<file path="src/rtl/btn_debouncer_bank.sv">
// btn_debouncer_bank: bank of CHANNELS independent push-button debouncers.
// Each channel has a SYNC_STAGES-flop synchroniser feeding a four-state
// lockout FSM. It produces a debounced level plus one-cycle press and
// release ticks.
// Optional long-press tick: define LONG_PRESS_EN to build the per-channel
// hold counters. Without the macro, hold is tied low.
// The release tick port is called release_tick because `release` is a
// reserved word in SystemVerilog.
module btn_debouncer_bank #(
  parameter int CHANNELS    = 4,
  parameter int DB_CYCLES   = 10,
  parameter int SYNC_STAGES = 2,
  parameter int HOLD_CYCLES = 1000
) (
  input  logic                clk,
  input  logic                rst,
  input  logic [CHANNELS-1:0] btn,
  output logic [CHANNELS-1:0] press,
  output logic [CHANNELS-1:0] release_tick,
  output logic [CHANNELS-1:0] level,
  output logic [CHANNELS-1:0] hold
);

  localparam int CNT_W = $clog2(DB_CYCLES);

  typedef enum logic [1:0] {
    ST_IDLE    = 2'd0,
    ST_LOCK_HI = 2'd1,
    ST_HELD    = 2'd2,
    ST_LOCK_LO = 2'd3
  } state_t;

  // Reject parameter sets that would break the lockout or hold timing.
  if (CHANNELS < 1 || DB_CYCLES < 2 || SYNC_STAGES < 2 || HOLD_CYCLES <= DB_CYCLES) begin : g_param_check
    $error("btn_debouncer_bank: invalid parameter set");
  end

  for (genvar i = 0; i < CHANNELS; i++) begin : g_ch
    logic [SYNC_STAGES-1:0] sync_r;
    logic [CNT_W-1:0]       cnt_r;
    state_t                 state_r;
    logic                   press_r;
    logic                   release_r;
    logic                   level_r;
    logic                   s_s;
    logic                   go_press_s;
    logic                   go_release_s;
    logic                   cnt_done_s;

    assign s_s          = sync_r[SYNC_STAGES-1];
    assign go_press_s   = (state_r == ST_IDLE) && s_s;
    assign go_release_s = (state_r == ST_HELD) && !s_s;
    assign cnt_done_s   = (cnt_r == CNT_W'(DB_CYCLES - 1));

    // Shift the raw button through the synchroniser chain.
    always_ff @(posedge clk) begin
      if (rst) begin
        sync_r <= {SYNC_STAGES{1'b0}};
      end else begin
        sync_r <= {sync_r[SYNC_STAGES-2:0], btn[i]};
      end
    end

    // Lockout FSM: accept an edge, then ignore the input for DB_CYCLES clocks.
    always_ff @(posedge clk) begin
      if (rst) begin
        state_r   <= ST_IDLE;
        cnt_r     <= {CNT_W{1'b0}};
        press_r   <= 1'b0;
        release_r <= 1'b0;
        level_r   <= 1'b0;
      end else begin
        press_r   <= 1'b0;
        release_r <= 1'b0;
        case (state_r)
          ST_IDLE: begin
            if (go_press_s) begin
              press_r <= 1'b1;
              level_r <= 1'b1;
              cnt_r   <= {CNT_W{1'b0}};
              state_r <= ST_LOCK_HI;
            end
          end
          ST_LOCK_HI: begin
            if (cnt_done_s) begin
              state_r <= ST_HELD;
            end else begin
              cnt_r <= cnt_r + CNT_W'(1);
            end
          end
          ST_HELD: begin
            if (go_release_s) begin
              release_r <= 1'b1;
              level_r   <= 1'b0;
              cnt_r     <= {CNT_W{1'b0}};
              state_r   <= ST_LOCK_LO;
            end
          end
          ST_LOCK_LO: begin
            if (cnt_done_s) begin
              state_r <= ST_IDLE;
            end else begin
              cnt_r <= cnt_r + CNT_W'(1);
            end
          end
          default: begin
            state_r <= ST_IDLE;
            cnt_r   <= {CNT_W{1'b0}};
            level_r <= 1'b0;
          end
        endcase
      end
    end

    assign press[i]        = press_r;
    assign release_tick[i] = release_r;
    assign level[i]        = level_r;

`ifdef LONG_PRESS_EN
    localparam int HCNT_W = $clog2(HOLD_CYCLES + 1);
    logic [HCNT_W-1:0] hcnt_r;
    logic              hold_r;

    // Count clocks since the press tick; fire hold once at HOLD_CYCLES, then saturate.
    always_ff @(posedge clk) begin
      if (rst) begin
        hcnt_r <= {HCNT_W{1'b0}};
        hold_r <= 1'b0;
      end else begin
        hold_r <= 1'b0;
        if (go_press_s || go_release_s || !level_r) begin
          hcnt_r <= {HCNT_W{1'b0}};
        end else if (hcnt_r != HCNT_W'(HOLD_CYCLES)) begin
          hcnt_r <= hcnt_r + HCNT_W'(1);
          if (hcnt_r == HCNT_W'(HOLD_CYCLES - 1)) begin
            hold_r <= 1'b1;
          end
        end
      end
    end

    assign hold[i] = hold_r;
`else
    assign hold[i] = 1'b0;
`endif
  end

endmodule

</file>
<file path="config.mk">
export PLATFORM = sky130hd
export DESIGN_NAME = btn_debouncer_bank
export DESIGN_NICKNAME = d
export VERILOG_FILES = /design/src/rtl/btn_debouncer_bank.sv
export SDC_FILE = /design/constraint.sdc
export NUM_CORES = 1
export LEC_CHECK = 0
export BUFFER_PORTS_ARGS = -buffer_cell sky130_fd_sc_hd__buf_2
export CAP_MARGIN = 5
export CORE_ASPECT_RATIO = 1.5
export CORE_UTILIZATION = 59
export DETAILED_ROUTE_END_ITERATION = 10
export PLACE_DENSITY = 0.82
export SYNTH_ARGS = -nofsm -noshare
export SYNTH_HDL_FRONTEND = slang
export SYNTH_SLANG_ARGS = --single-unit
</file>
<file path="constraint.sdc">
create_clock -name clk -period 2 [get_ports clk]
set_input_delay 0.2 -clock clk [delete_from_list [all_inputs] [get_ports clk]]
set_output_delay 0.2 -clock clk [all_outputs]
set_load 0.02 [all_outputs]
</file>
==> metrics <==
total CTS buffers 5; Initial DRT Pass Iterations 5; CTS Buffer Depth 2; total gr overflow 0; Cell Area, Placed roughly 0.0024 sq mm; R2R Path End g_ch[3].state_r[0]$_SDFFE_PP0P_; clk_lat worst skew 0.30 ns; Syn Area/Cell 9.31 sq um; Worst EP required 2.14 ns; CP Class reg -> reg; post-cts resize count 0; Total Neg Setup Slack 0 ns; WL final 3830 um; Pwr Density 1180 mW/mm^2; worst path cell trace inv_1 > ha_1 > or2_2 > a2111oi_0 > a211oi_1; initial antenna violation count 0; critical path's largest stage delay about 0.59 ns; P_leak 1.03 nW; die width 54.2 um; clk_skew 0.00764 ns; number of global-route vias before repair 1617; cell area after layout 0.00250 sq mm; Buffers on Ports 17; Core ar. about 0.004 sq mm; outcome completed; FF+latch count, synth 44; period utilisation layout 94.0%; setup slack, reg-to-reg 0.12 ns; Min Hold Slack 0.114 ns; WL/cell ~12 um; Detailed Route Iter0 Violations 26; final-layout fill cell count 349; drt via density about 5.5; Hold Path Depth 2; HP Class in -> reg; fin nets 296; CTS tree yes; pre-CTS setup slack around 0.24 ns; Initial Utilization a little over 60%; Critical Path End Type flip-flop; fin. max-slew vios 0; post-synthesis cell count approximately 260; Yosys Warn Count 0; first-pass GRT wire length 6470 um; hold endpoint g_ch[1].sync_r[0]$_SDFF_PP0_; total number of vias 1704; Setup violations, final 0; FF-to-FF path depth 5; Final Worst Setup Slack 0.120 ns; postcts setup bufs 0; Hold Crit Start btn[1]; max frequency around 0.53 GHz; critical path arrival 2.02 ns; Synth Cell Area 0.00241 sq mm; synth unique cells 37; max-cap viol count 0; largest net degree at the start of global routing 60; share of cells above drive strength 1 15.2%; clock root cell clkbuf_8; slowest cell on the critical path a2111oi_0; synthesis-to-layout area growth 3.84%; Die ar. 0.00435 sq mm; Max VDD drop 846 uV; hold_buf cts 0; Core Util, Final a little under two thirds; Period minus WS final 1.88 ns; R2R Path Start g_ch[3].state_r[1]$_SDFFE_PP0P_; Final HPWL DP 2700 um; Worst-path clk slew approximately 0.08 ns; crit-path max FO 7; Tot GR Track Use between 20% and 30%; sequential element share of the synthesized area 36.5%; Routed Antenna Nets 0; relative slew slack 41.5%; height of the die between 80 and 90 um; GP Congestion 0.816; Ant. Diodes 0; clk sinks 44; worst-margin pin slew 0.878 ns; RSZ-0062 raised after global routing no; Critical Path Source Type flip-flop; final hold vios 0; H-tree Lvls 2; Ports 22; Rows 28; DR DRC count 0
==> cell usage in the layout, fill, tap and decap left out, types with 9 or more instances in the layout <==
cell type,n
nor2_1,12
nor2b_1,15
nand2b_1,18
ha_1,28
nand2_1,11
a21oi_1,10
inv_1,13
o21ai_0,9
buf_2,17
dfxtp_1,44
==> cell type report <==
type / instances / area [sq um] / area share, %
Clock buffer: 8 / 90.1 / 3.60
Multi-Input combinational cell: 181 / 1340 / 53.6
Timing Repair Buffer: 17 / 85.1 / 3.40
Tap cell: 45 / 56.3 / 2.25
Sequential cell: 44 / 881 / 35.2
Inverter: 13 / 48.8 / 1.95
==> synth_stat cells <==
| cell | n | area (sq um) |
|---|---|---|
| dfxtp_1 | 44 | 881 |
| ha_1 | 28 | 350 |
| nand2b_1 | 18 | 113 |
| buf_4 | 16 | 120 |
| nor2b_1 | 15 | 93.8 |
| inv_1 | 13 | 48.8 |
| nor2_1 | 12 | 45.0 |
| nand2_1 | 11 | 41.3 |
| a21oi_1 | 10 | 50.1 |
| o21ai_0 | 9 | 45.0 |
| clkbuf_1 | 8 | 30.0 |
| mux2i_1 | 8 | 80.1 |
| nand3_1 | 8 | 40.0 |
| or2_2 | 8 | 50.1 |
| o32ai_1 | 5 | 43.8 |
| a2111oi_0 | 4 | 35.0 |
| a211oi_1 | 4 | 30.0 |
| nand3b_1 | 4 | 30.0 |
| o21ba_2 | 4 | 40.0 |
| or3_1 | 4 | 25.0 |
| a21o_1 | 3 | 22.5 |
| nand4b_1 | 3 | 26.3 |
| a31oi_1 | 2 | 12.5 |
| mux2_2 | 2 | 22.5 |
| mux2_4 | 2 | 30.0 |
| o21a_1 | 2 | 15.0 |
| o22ai_1 | 2 | 12.5 |
| a41oi_1 | 1 | 8.76 |
| and3b_1 | 1 | 8.76 |
| conb_1 | 1 | 3.75 |
| nand4_1 | 1 | 6.26 |
| nor3b_1 | 1 | 7.51 |
| o2bb2ai_1 | 1 | 8.76 |
| o31ai_1 | 1 | 7.51 |
| or3b_2 | 1 | 8.76 |
| or4_1 | 1 | 7.51 |
| or4b_1 | 1 | 10.0 |
==> worst max-delay path by stage <==
stage,startpoint,end,slack (ns),cells after the start
CTS,g_ch[3].state_r[1]$_SDFFE_PP0P_,g_ch[3].state_r[0]$_SDFFE_PP0P_,0.15,5
floorplan,g_ch[3].state_r[0]$_SDFFE_PP0P_,g_ch[3].cnt_r[3]$_SDFFE_PP0P_,0.35,5
global route,g_ch[3].state_r[1]$_SDFFE_PP0P_,g_ch[3].state_r[0]$_SDFFE_PP0P_,0.06,5
global placement,g_ch[3].state_r[0]$_SDFFE_PP0P_,g_ch[3].cnt_r[3]$_SDFFE_PP0P_,0.31,5
detailed placement,g_ch[3].state_r[0]$_SDFFE_PP0P_,g_ch[3].cnt_r[3]$_SDFFE_PP0P_,0.24,5
finish,g_ch[3].state_r[1]$_SDFFE_PP0P_,g_ch[3].state_r[0]$_SDFFE_PP0P_,0.12,5
==> stage by stage <==
| step | power, mW | std cells |
|---|---|---|
| 6_report | 2.97 | 308 |
| 5_1_grt | 3.20 | 308 |
| 4_1_cts | 2.99 | 308 |
| 3_5_place_dp | 2.40 | 300 |
| 3_3_place_gp | 2.35 | 300 |
| 2_1_floorplan | 2.22 | 262 |
==> power by group <==
part           total [mW]  internal [mW]  leakage [nW]  switching, mW
registers            1.13           1.02         0.359          0.115
logic                1.26          0.553         0.627          0.704
clock network       0.575          0.282        0.0455          0.293
==> kinds of logic (layout without fill, tap and decap cells) <==
| kind of cell | count (synthesis) | in the layout | synth area share, % |
|---|---|---|---|
| flops | 44 | 44 | 36.5 |
| other cells | 1 | 4 | 0.156 |
| compound gates | 48 | 48 | 13.8 |
| buf+inv | 37 | 38 | 8.25 |
| mux | 12 | 12 | 5.50 |
| fa+ha+maj | 28 | 28 | 14.5 |
| simple gates | 89 | 89 | 21.3 |
==> per-layer routing <==
metal | global-route usage (%) | up-vias | routed length, um
met1 | 20.6 | 783 | 1640
li1 | - | 876 | -
met5 | 0 | - | 0
met3 | 5.11 | 10 | 121
met4 | 12.3 | 0 | 111
met2 | 34.3 | 35 | 1950
==> state kept, by name, summed over array words and instances (netlist names) <==
name	count
g_ch.release_r	4
g_ch.state_r	8
g_ch.cnt_r	16
g_ch.level_r	4
g_ch.sync_r	8
g_ch.press_r	4
==> worst max-delay path, delay by kind of cell, from the launching register on <==
family          cells  cell delay [ns]
compound gates      2             0.69
fa+ha+maj           1             0.20
buf+inv             1             0.10
flops               1             0.38
simple gates        1             0.36
No activity file was read; power rests on OpenSTA's default activity.
